[config.mk]
export PLATFORM = sky130hd
export DESIGN_NAME = hazard_md_ctrl
export DESIGN_NICKNAME = d
export VERILOG_FILES = /design/src/rtl/hazard_md_ctrl.sv
export SDC_FILE = /design/constraint.sdc
export NUM_CORES = 1
export LEC_CHECK = 0
export CAP_MARGIN = 25
export CORE_ASPECT_RATIO = 0.6
export CORE_UTILIZATION = 28
export DETAILED_ROUTE_END_ITERATION = 8
export DONT_BUFFER_PORTS = 1
export PLACE_DENSITY = 0.53
export SYNTH_ARGS = -nofsm -noshare
export SYNTH_HDL_FRONTEND = slang
export SYNTH_SLANG_ARGS = --single-unit
[constraint.sdc]
create_clock -name i_clk -period 2 [get_ports i_clk]
set_input_delay 0.2 -clock i_clk [delete_from_list [all_inputs] [get_ports i_clk]]
set_output_delay 0.2 -clock i_clk [all_outputs]
set_load 0.05 [all_outputs]
[src/rtl/hazard_md_ctrl.sv]
// hazard_md_ctrl: hazard unit for a 5-stage pipeline with a HI/LO mult/div unit.
// It works from pre-decoded Tuse/Tnew fields. It produces stall/flush controls and
// forwarding selects for D, E and M. It also tracks mult/div busy time with a countdown
// FSM, keeps a sticky issue-error flag and counts stalled cycles.
module hazard_md_ctrl #(
  parameter int RA_W     = 5,
  parameter int TW       = 2,
  parameter int MULT_LAT = 5,
  parameter int DIV_LAT  = 10,
  parameter int CNT_W    = 4,
  parameter int PERF_W   = 32
) (
  input  logic              i_clk,
  input  logic              i_reset,
  input  logic [RA_W-1:0]   i_rs_d,
  input  logic [RA_W-1:0]   i_rt_d,
  input  logic              i_use_rs_d,
  input  logic              i_use_rt_d,
  input  logic [TW-1:0]     i_tuse_rs_d,
  input  logic [TW-1:0]     i_tuse_rt_d,
  input  logic [RA_W-1:0]   i_rs_e,
  input  logic [RA_W-1:0]   i_rt_e,
  input  logic [RA_W-1:0]   i_rt_m,
  input  logic [RA_W-1:0]   i_wa_e,
  input  logic [RA_W-1:0]   i_wa_m,
  input  logic [RA_W-1:0]   i_wa_w,
  input  logic [TW-1:0]     i_tnew_e,
  input  logic [TW-1:0]     i_tnew_m,
  input  logic              i_md_start_e,
  input  logic              i_md_div_e,
  input  logic              i_md_use_d,
  output logic              o_en_pc,
  output logic              o_en_regfd,
  output logic              o_clr_regde,
  output logic [1:0]        o_fwd_rs_d,
  output logic [1:0]        o_fwd_rt_d,
  output logic [1:0]        o_fwd_rs_e,
  output logic [1:0]        o_fwd_rt_e,
  output logic              o_fwd_rt_m,
  output logic              o_md_busy,
  output logic              o_md_err,
  output logic [PERF_W-1:0] o_stall_cnt
);

  typedef enum logic [0:0] {
    ST_IDLE = 1'b0,
    ST_BUSY = 1'b1
  } md_state_t;

  localparam logic [CNT_W-1:0]  L_MULT_CNT = CNT_W'(MULT_LAT);
  localparam logic [CNT_W-1:0]  L_DIV_CNT  = CNT_W'(DIV_LAT);
  localparam logic [CNT_W-1:0]  L_CNT_ONE  = CNT_W'(1);
  localparam logic [CNT_W-1:0]  L_CNT_ZERO = CNT_W'(0);
  localparam logic [TW-1:0]     L_T_ZERO   = TW'(0);
  localparam logic [RA_W-1:0]   L_RA_ZERO  = RA_W'(0);
  localparam logic [PERF_W-1:0] L_PERF_ONE = PERF_W'(1);

  // Register address match; register zero is hard-wired and never produces a hazard.
  function automatic logic f_match(input logic [RA_W-1:0] r, input logic [RA_W-1:0] wa);
    f_match = (r != L_RA_ZERO) && (r == wa);
  endfunction

  // D-stage source select: E > M > W. A nearer pending match blocks the older stages.
  function automatic logic [1:0] f_fwd_d(input logic m_e, input logic rdy_e,
                                         input logic m_m, input logic rdy_m,
                                         input logic m_w);
    logic [1:0] sel;
    if (m_e) begin
      sel = rdy_e ? 2'd1 : 2'd0;
    end else if (m_m) begin
      sel = rdy_m ? 2'd2 : 2'd0;
    end else if (m_w) begin
      sel = 2'd3;
    end else begin
      sel = 2'd0;
    end
    f_fwd_d = sel;
  endfunction

  // E-stage ALU operand select: M > W. A pending M match blocks W.
  function automatic logic [1:0] f_fwd_e(input logic m_m, input logic rdy_m, input logic m_w);
    logic [1:0] sel;
    if (m_m) begin
      sel = rdy_m ? 2'd2 : 2'd0;
    end else if (m_w) begin
      sel = 2'd3;
    end else begin
      sel = 2'd0;
    end
    f_fwd_e = sel;
  endfunction

  // Data stall for one source: its value arrives later than the instruction needs it.
  function automatic logic f_data_stall(input logic use_r, input logic m_e, input logic m_m,
                                        input logic [TW-1:0] tnew_e, input logic [TW-1:0] tnew_m,
                                        input logic [TW-1:0] tuse);
    f_data_stall = use_r && ((m_e && (tnew_e > tuse)) || (m_m && (tnew_m > tuse)));
  endfunction

  md_state_t         r_state;
  md_state_t         w_state_nxt;
  logic [CNT_W-1:0]  r_cnt;
  logic [CNT_W-1:0]  w_cnt_nxt;
  logic              r_md_err;
  logic              w_md_err_nxt;
  logic [PERF_W-1:0] r_stall_cnt;
  logic              w_md_busy;

  logic              w_rdy_e;
  logic              w_rdy_m;
  logic              w_stall_rs;
  logic              w_stall_rt;
  logic              w_stall_md;
  logic              w_stall;
  logic [1:0]        w_fwd_rs_d;
  logic [1:0]        w_fwd_rt_d;
  logic [1:0]        w_fwd_rs_e;
  logic [1:0]        w_fwd_rt_e;
  logic              w_fwd_rt_m;

  // Stall detection and forwarding selects, purely combinational from stage fields.
  always_comb begin
    w_rdy_e    = (i_tnew_e == L_T_ZERO);
    w_rdy_m    = (i_tnew_m == L_T_ZERO);
    w_stall_rs = f_data_stall(i_use_rs_d, f_match(i_rs_d, i_wa_e), f_match(i_rs_d, i_wa_m),
                              i_tnew_e, i_tnew_m, i_tuse_rs_d);
    w_stall_rt = f_data_stall(i_use_rt_d, f_match(i_rt_d, i_wa_e), f_match(i_rt_d, i_wa_m),
                              i_tnew_e, i_tnew_m, i_tuse_rt_d);
    w_stall_md = i_md_use_d && (i_md_start_e || w_md_busy);
    w_stall    = w_stall_rs || w_stall_rt || w_stall_md;
    w_fwd_rs_d = f_fwd_d(f_match(i_rs_d, i_wa_e), w_rdy_e,
                         f_match(i_rs_d, i_wa_m), w_rdy_m, f_match(i_rs_d, i_wa_w));
    w_fwd_rt_d = f_fwd_d(f_match(i_rt_d, i_wa_e), w_rdy_e,
                         f_match(i_rt_d, i_wa_m), w_rdy_m, f_match(i_rt_d, i_wa_w));
    w_fwd_rs_e = f_fwd_e(f_match(i_rs_e, i_wa_m), w_rdy_m, f_match(i_rs_e, i_wa_w));
    w_fwd_rt_e = f_fwd_e(f_match(i_rt_e, i_wa_m), w_rdy_m, f_match(i_rt_e, i_wa_w));
    w_fwd_rt_m = f_match(i_rt_m, i_wa_w);
  end

  // Pipeline control outputs.
  always_comb begin
    o_en_pc     = ~w_stall;
    o_en_regfd  = ~w_stall;
    o_clr_regde = w_stall;
    o_fwd_rs_d  = w_fwd_rs_d;
    o_fwd_rt_d  = w_fwd_rt_d;
    o_fwd_rs_e  = w_fwd_rs_e;
    o_fwd_rt_e  = w_fwd_rt_e;
    o_fwd_rt_m  = w_fwd_rt_m;
  end

  // MD FSM state, countdown and sticky error registers.
  always_ff @(posedge i_clk or posedge i_reset) begin
    if (i_reset) begin
      r_state  <= ST_IDLE;
      r_cnt    <= L_CNT_ZERO;
      r_md_err <= 1'b0;
    end else begin
      r_state  <= w_state_nxt;
      r_cnt    <= w_cnt_nxt;
      r_md_err <= w_md_err_nxt;
    end
  end

  // MD FSM next state: load the latency on issue, count down while busy.
  // A start that arrives while busy does not reload the counter; it only sets the error flag.
  always_comb begin
    w_state_nxt  = r_state;
    w_cnt_nxt    = r_cnt;
    w_md_err_nxt = r_md_err;
    case (r_state)
      ST_IDLE: begin
        if (i_md_start_e) begin
          w_state_nxt = ST_BUSY;
          w_cnt_nxt   = i_md_div_e ? L_DIV_CNT : L_MULT_CNT;
        end else begin
          w_state_nxt = ST_IDLE;
          w_cnt_nxt   = L_CNT_ZERO;
        end
      end
      ST_BUSY: begin
        if (r_cnt == L_CNT_ONE) begin
          w_state_nxt = ST_IDLE;
          w_cnt_nxt   = L_CNT_ZERO;
        end else begin
          w_state_nxt = ST_BUSY;
          w_cnt_nxt   = r_cnt - L_CNT_ONE;
        end
        if (i_md_start_e) begin
          w_md_err_nxt = 1'b1;
        end else begin
          w_md_err_nxt = r_md_err;
        end
      end
      default: begin
        w_state_nxt  = ST_IDLE;
        w_cnt_nxt    = L_CNT_ZERO;
        w_md_err_nxt = r_md_err;
      end
    endcase
  end

  // MD FSM outputs, decoded from the state register only.
  always_comb begin
    case (r_state)
      ST_BUSY: w_md_busy = 1'b1;
      ST_IDLE: w_md_busy = 1'b0;
      default: w_md_busy = 1'b0;
    endcase
    o_md_busy = w_md_busy;
    o_md_err  = r_md_err;
  end

  // Stall-cycle performance counter; wraps naturally at its width.
  always_ff @(posedge i_clk or posedge i_reset) begin
    if (i_reset) begin
      r_stall_cnt <= {PERF_W{1'b0}};
    end else if (w_stall) begin
      r_stall_cnt <= r_stall_cnt + L_PERF_ONE;
    end else begin
      r_stall_cnt <= r_stall_cnt;
    end
  end

  assign o_stall_cnt = r_stall_cnt;

endmodule

==> flow_summary.json, run 1 <==
{
  "synthCells": 328,
  "cts_buffer_depth": 2,
  "path_buf_inv": 3,
  "setup_viol": 0,
  "synth_area_um2": 3020,
  "yosysTopAreaCell": "dfrtp_1",
  "critical_path.max_fanout": 5,
  "leakagePower_nw": 1.64,
  "worstSetupStartpointType": "input pin",
  "power_w": 0.00337,
  "synthArstFlopShare_pct": 100,
  "critPathTopFamily": "simple AND/OR/NAND/NOR gates",
  "fin_crit_sh_pct": 96.7,
  "routed_wl_um": 8760,
  "synth.yosys.seq_area_share_pct": 31.5,
  "path_cells": "or4_4 > nor2_4 > nor4_2 > a211oi_4 > buf_12 > nand2_4 > clkinvlp_4 > buf_12",
  "cts_root_buffer": "clkbuf_16",
  "cts_sinks": 38,
  "rsz0062_at_grt": "yes",
  "clkLatencyLatePin_ns": 0.28,
  "portBuffers": 0,
  "num_rows": 28,
  "antenna_found_initial": 0,
  "place_area_um2": 3600,
  "hold_ws_ns": 0.0239,
  "dieArea_um2": 11200,
  "synth.avg_cell_area_um2": 9.21,
  "first_global_vias": 2553,
  "max-vdd-ir-drop_mv": 0.602,
  "fin_crit_ns": 1.93,
  "fin_setup_tns_ns": 0,
  "critPathMostFrequentCell": "buf_12",
  "grt_max_degree": 39,
  "die_w_um": 136,
  "cts_buffers": 5,
  "ys_ff_latch": 38,
  "worst_slew_pin_slew_ns": 0.516,
  "crit_path_end_kind": "primary output",
  "drc": 0,
  "post-dp-hpwl_um": 7040,
  "n_antenna_cell": 0,
  "first_pass_iters": 4,
  "power_density_nw_per_um2": 882,
  "clock_skew_ns": 0.00404,
  "netlist_top_cells_area": "dfrtp_1 31%, xor2_1 16%, xnor2_1 9.6%, ha_1 4.6%, nand2_1 4.0%",
  "drtIter0Drc": 181,
  "synth_top_cell_area_share_pct": 31.5,
  "routabilityCongestion": 0.842,
  "slew_headroom_pct": 65.6,
  "cts_tree": "yes",
  "hold_class": "in2reg",
  "clk_pin_slew_worst_paths_ns": 0.05,
  "syn_nets": 394,
  "synth_ff_type": "dfrtp_1",
  "grt_pass1_wl_um": 13700,
  "hold_viol_final": 0,
  "synth_edf_count": 0,
  "finalInstanceArea_um2": 3820,
  "crit_path_max_incr_delay_ns": 0.53,
  "start_util_pct": 29.7,
  "die_y_um": 82.5,
  "cpMaxStageDelayCell": "or4_4",
  "worst-setup-path-type": "in2out",
  "cp.required_ns": 1.80,
  "htreeDepth": 2,
  "drive_gt1_share_pct": 25.9,
  "areaGrowthSynthToFinish_pct": 26.3,
  "wl_per_cell_um": 17.2,
  "grt_overflow": 0,
  "viasPerCell": 4.93,
  "core_area_um2": 10200,
  "fillers": 1042,
  "outcome": "completed",
  "grt_util_all_layers_pct": 16.1,
  "cap_viol_max_count": 0,
  "via_count": 2515,
  "final_nets": 440,
  "synth.distinct_cells": 44,
  "postRouteAntennaNets": 0,
  "yosys_warnings": 0,
  "ios": 101,
  "arrival_ns": 1.73,
  "fmaxAchievable_ghz": 0.517,
  "maxSlewViolCount": 0
}
## sequential cells by signal, indices dropped and copies added, names as in the netlist
signal,count
o_stall_cnt,32
r_cnt,4
o_md_err,1
r_state,1
## metrics by stage
step                utilization [%]  worst slack, ns  instances
finish                         37.6           0.0667        510
global route                   37.6          -0.0113        510
CTS                            37.2           0.0187        510
detailed placement             35.5           -0.104        499
global placement               35.5         -0.00779        499
floorplan                         -           -0.187        328
## final timing paths
kind | slack [ns] | from | to | depth (start not counted)
worst max-delay path | 0.07 | i_rt_d[1] | o_en_regfd | 8
worst min-delay path | 0.02 | i_md_div_e | r_cnt[2]$_DFF_PP0_ | 1
worst max register to register | 0.15 | o_stall_cnt[16]$_DFFE_PP0P_ | o_stall_cnt[19]$_DFFE_PP0P_ | 5
worst min register to register | 0.51 | r_cnt[0]$_DFF_PP0_ | r_cnt[0]$_DFF_PP0_ | 1
max in group asynchronous | 1.12 | i_reset | o_stall_cnt[12]$_DFFE_PP0P_ | 3
min in group asynchronous | 0.49 | i_reset | o_stall_cnt[28]$_DFFE_PP0P_ | 3
## cell usage in the layout, fill, tap and decap left out, drive strengths merged, types with 3 or more instances in the layout
cell type  synthesis  layout
ha                11      11
a211oi             4       4
dfrtp             38      38
a2111oi            6       6
or4                4       4
nor2              16      16
and3               7       7
buf                8      54
and2               3       3
nor3               9       9
and4               4       4
inv               12      11
clkbuf             8       8
xor2              54      54
nand4              7       7
xnor2             33      33
mux2               3       3
a21oi             23      23
nor4               7       7
nand3             15      15
nand2             33      33
or2                5       5
## cell usage after synthesis, types with 3 or more instances
cell / count
xor2_1: 54
dfrtp_1: 38
xnor2_1: 33
nand2_1: 32
a21oi_1: 23
nand3_1: 15
nor2_1: 14
inv_1: 12
ha_1: 11
nor3_1: 9
clkbuf_1: 8
and3_1: 7
nand4_1: 7
or2_2: 5
and4_1: 4
nor4_1: 4
a2111oi_2: 3
a211oi_1: 3
and2_1: 3
buf_4: 3
## cells by family after synthesis
kind of cell	count (synthesis)	share of synthesized area [%]
fa+ha+maj	11	4.55
buf+inv	28	4.43
simple gates	114	21.1
mux	3	1.24
flops	38	31.5
xor+xnor	87	25.2
compound gates	47	12.0
## repair_timing
item	in CTS	in global routing
buffers inserted	2	0
pin swaps	1	5
endpoints found under the setup margin	2	12
gates resized for setup	0	8
hold buffers	1	0
endpoints found under the hold margin	38	0
## area by class of cell
cell class              instances  area [µm²]  area share [%]
well taps                     135         169            4.43
multi-input cells             262        2000            52.4
inverters                      12        48.8            1.28
repair buffers                 55         490            12.9
flip-flops and latches         38         961            25.2
clock buffers                   8         146            3.84
## layer usage
layer	vias to the layer above	track usage, %	share of wire [%]
li1	1226	-	-
met1	1216	23.9	50
met2	67	21.9	41
met3	6	5.19	8.3
met4	0	3.78	0.89
met5	-	0	0
## where the power goes
group | switching, W | total, W | internal, W
sequential | 0.000126 | 0.00107 | 0.000944
combinational | 0.000975 | 0.00149 | 0.000515
clock | 0.000308 | 0.000806 | 0.000498
total | 0.00141 | 0.00337 | 0.00196
(Power assumes the default switching activity.)
==> inputs of run 2 (changes only) <==
--- a/config.mk
+++ b/config.mk
@@ -5,12 +5,13 @@
 export SDC_FILE = /design/constraint.sdc
 export NUM_CORES = 1
 export LEC_CHECK = 0
+export ABC_AREA = 1
 export CAP_MARGIN = 25
 export CORE_ASPECT_RATIO = 0.6
-export CORE_UTILIZATION = 28
+export CORE_UTILIZATION = 60
 export DETAILED_ROUTE_END_ITERATION = 8
 export DONT_BUFFER_PORTS = 1
-export PLACE_DENSITY = 0.53
+export PLACE_DENSITY = 0.88
 export SYNTH_ARGS = -nofsm -noshare
 export SYNTH_HDL_FRONTEND = slang
 export SYNTH_SLANG_ARGS = --single-unit
==> constraint.sdc (replaced) <==
create_clock -name i_clk -period 1.95 [get_ports i_clk]
set_input_delay 0.195 -clock i_clk [delete_from_list [all_inputs] [get_ports i_clk]]
set_output_delay 0.195 -clock i_clk [all_outputs]
set_load 0.05 [all_outputs]
==> run 2 against run 1 <==
Sequential share of layout area down 1.3 points. Synthesized cell count increased by 54%. Worst hold slack got worse by 0.0047 ns. Global-route usage increased by 16 points. Clock-buffer cell count shrank 1. Clock skew grew 0.0037 ns. Worst setup slack gained 0.020 ns. Final cell count up 22%. Clock power down 29%. Critical path depth increased by 2. Non-clock buffer count is 6 lower. Combinational power fell by 28%.
==> flow_summary.json, run 2 <==
{
  "outcome": "completed",
  "syn_nets": 571,
  "path_buf_inv": 1,
  "ys_ff_latch": 38,
  "viasPerCell": 5.74,
  "clock_skew_ns": 0.00773,
  "setup_viol": 0,
  "synth.avg_cell_area_um2": 6.98,
  "clkLatencyLatePin_ns": 0.29,
  "die_w_um": 101,
  "synth_ff_type": "dfrtp_1",
  "ios": 101,
  "final_nets": 605,
  "synthArstFlopShare_pct": 100,
  "cts_root_buffer": "clkbuf_8",
  "cpMaxStageDelayCell": "dfrtp_2",
  "areaGrowthSynthToFinish_pct": 13.3,
  "power_density_nw_per_um2": 653,
  "wl_per_cell_um": 15.4,
  "portBuffers": 0,
  "mostFrequentLayoutCells": "151 x nand2_1, 48 x inv_1, 47 x buf_4",
  "fmaxAchievable_ghz": 0.537,
  "synth.yosys.seq_area_share_pct": 27.0,
  "worstSetupStartpointType": "register",
  "stdcell_count": 620,
  "grt_overflow": 0,
  "cp.required_ns": 2.17,
  "die_y_um": 61.4,
  "fin_crit_sh_pct": 95.5,
  "grt_pass1_wl_um": 15400,
  "num_rows": 21,
  "first_pass_iters": 5,
  "synth_top_cell_area_share_pct": 27.0,
  "first_global_vias": 3237,
  "rsz0062_at_grt": "no",
  "dieArea_um2": 6200,
  "synth.distinct_cells": 34,
  "hold_class": "in2reg",
  "synthCells": 505,
  "worst_slew_pin_slew_ns": 0.532,
  "critical_path.max_fanout": 3,
  "clk_pin_slew_worst_paths_ns": 0.07,
  "slew_headroom_pct": 64.5,
  "leakagePower_nw": 1.98,
  "drtIter0Drc": 309,
  "synth_edf_count": 0,
  "synth_most_common_cell": "nand2_1",
  "arrival_ns": 2.08,
  "yosysTopAreaCell": "dfrtp_1",
  "crit_path_max_incr_delay_ns": 0.38,
  "postRouteAntennaNets": 0,
  "via_count": 3560,
  "fin_crit_ns": 1.86,
  "start_util_pct": 62.7,
  "antenna_found_initial": 0,
  "path_cells": "ha_1 > nand3_2 > nor2_2 > inv_2 > nor2_4 > nand3_2 > nor2_1 > xor2_1 > nand2_1 > nand2_1",
  "routabilityCongestion": 0.972,
  "yosys_warnings": 0,
  "hold_viol_final": 0,
  "max-vdd-ir-drop_mv": 0.659,
  "cts_buffer_depth": 2,
  "cts_buffers": 5,
  "maxSlewViolCount": 0,
  "synthTopCellsByCount": "151 x nand2_1, 49 x inv_1, 41 x nand4_1, 39 x xnor2_1, 38 x dfrtp_1",
  "drc": 0,
  "netlist_top_cells_area": "dfrtp_1 27%, nand2_1 16%, xnor2_1 9.7%, xor2_1 8.9%, nand4_1 7.3%",
  "fillers": 462,
  "htreeDepth": 2,
  "crit_path_end_kind": "register",
  "n_antenna_cell": 0,
  "routed_wl_um": 9560,
  "post-dp-hpwl_um": 7360,
  "cts_sinks": 38,
  "cts_tree": "yes",
  "worst-setup-path-type": "reg2reg",
  "cap_viol_max_count": 0,
  "final_common_cell": "nand2_1",
  "synth_area_um2": 3530,
  "grt_max_degree": 33,
  "drive_gt1_share_pct": 14.1,
  "placedCellCount": 611,
  "core_area_um2": 5620,
  "critPathTopFamily": "simple AND/OR/NAND/NOR gates",
  "largest_reg_flops": 32,
  "grt_util_all_layers_pct": 32.3,
  "hold_ws_ns": 0.0192
}
==> run 2: timing repair <==
item                      CTS  global route
setup buffers               0             0
hold buffers                1             0
resized for setup           0             0
hold endpoints to repair    7             0
==> run 2: cell type report <==
type | count | area [µm²] | share of cell area, %
clock buffers | 7 | 86.3 | 2.16
clock inverters | 1 | 5.00 | 0.125
inverters | 50 | 191 | 4.79
multi-input cells | 395 | 2280 | 57.0
flip-flops and latches | 38 | 953 | 23.9
well taps | 80 | 100 | 2.51
repair buffers | 49 | 383 | 9.58
==> run 2: through the flow <==
stage          power (W)  area, µm²  TNS [ns]  util, %  worst slack (ns)
2_1_floorplan    0.00181       3540   -0.0393        -           -0.0393
3_3_place_gp     0.00200       3890         0     69.2             0.298
3_5_place_dp     0.00204       3890         0     69.2             0.231
4_1_cts          0.00260       4000         0     71.1             0.124
5_1_grt          0.00276       4000         0     71.1            0.0323
6_report         0.00261       4000         0     71.1            0.0868
==> run 2: logic make-up after synthesis <==
kind of cell	after synthesis	share of synthesized area, %
buffers and inverters	72	8.76
adder cells (fa/ha/maj)	11	3.90
XOR/XNOR	75	18.6
multiplexers	2	0.568
flip-flops	38	27.0
AO/OA/AOI/OAI	23	3.58
AND/OR/NAND/NOR	284	37.6
==> run 2: power by group <==
part / switching, W / internal (W) / total [W]
registers: 0.0000828 / 0.000891 / 0.000974
clock network: 0.000284 / 0.000286 / 0.000570
logic: 0.000704 / 0.000361 / 0.00107
==> run 2: routing by layer <==
metal	global-route usage, %	up-vias	wire (µm)
met1	45.5	1672	4330
met2	49.2	168	4060
met3	9.31	20	1010
met5	0	-	0
li1	-	1700	-
met4	8.49	0	159
==> run 2: final timing paths <==
kind,end,start,cells past startpoint,slack (ns)
setup / recovery,o_stall_cnt[20]$_DFFE_PP0P_,o_stall_cnt[1]$_DFFE_PP0P_,10,0.09
hold / removal,o_md_err$_DFFE_PP0P_,i_md_start_e,1,0.02
setup reg to reg,o_stall_cnt[20]$_DFFE_PP0P_,o_stall_cnt[1]$_DFFE_PP0P_,10,0.09
hold reg to reg,r_cnt[0]$_DFF_PP0_,r_cnt[0]$_DFF_PP0_,1,0.54
max in group asynchronous,o_stall_cnt[0]$_DFFE_PP0P_,i_reset,3,1.08
min in group asynchronous,r_state$_DFF_PP0_,i_reset,2,0.30
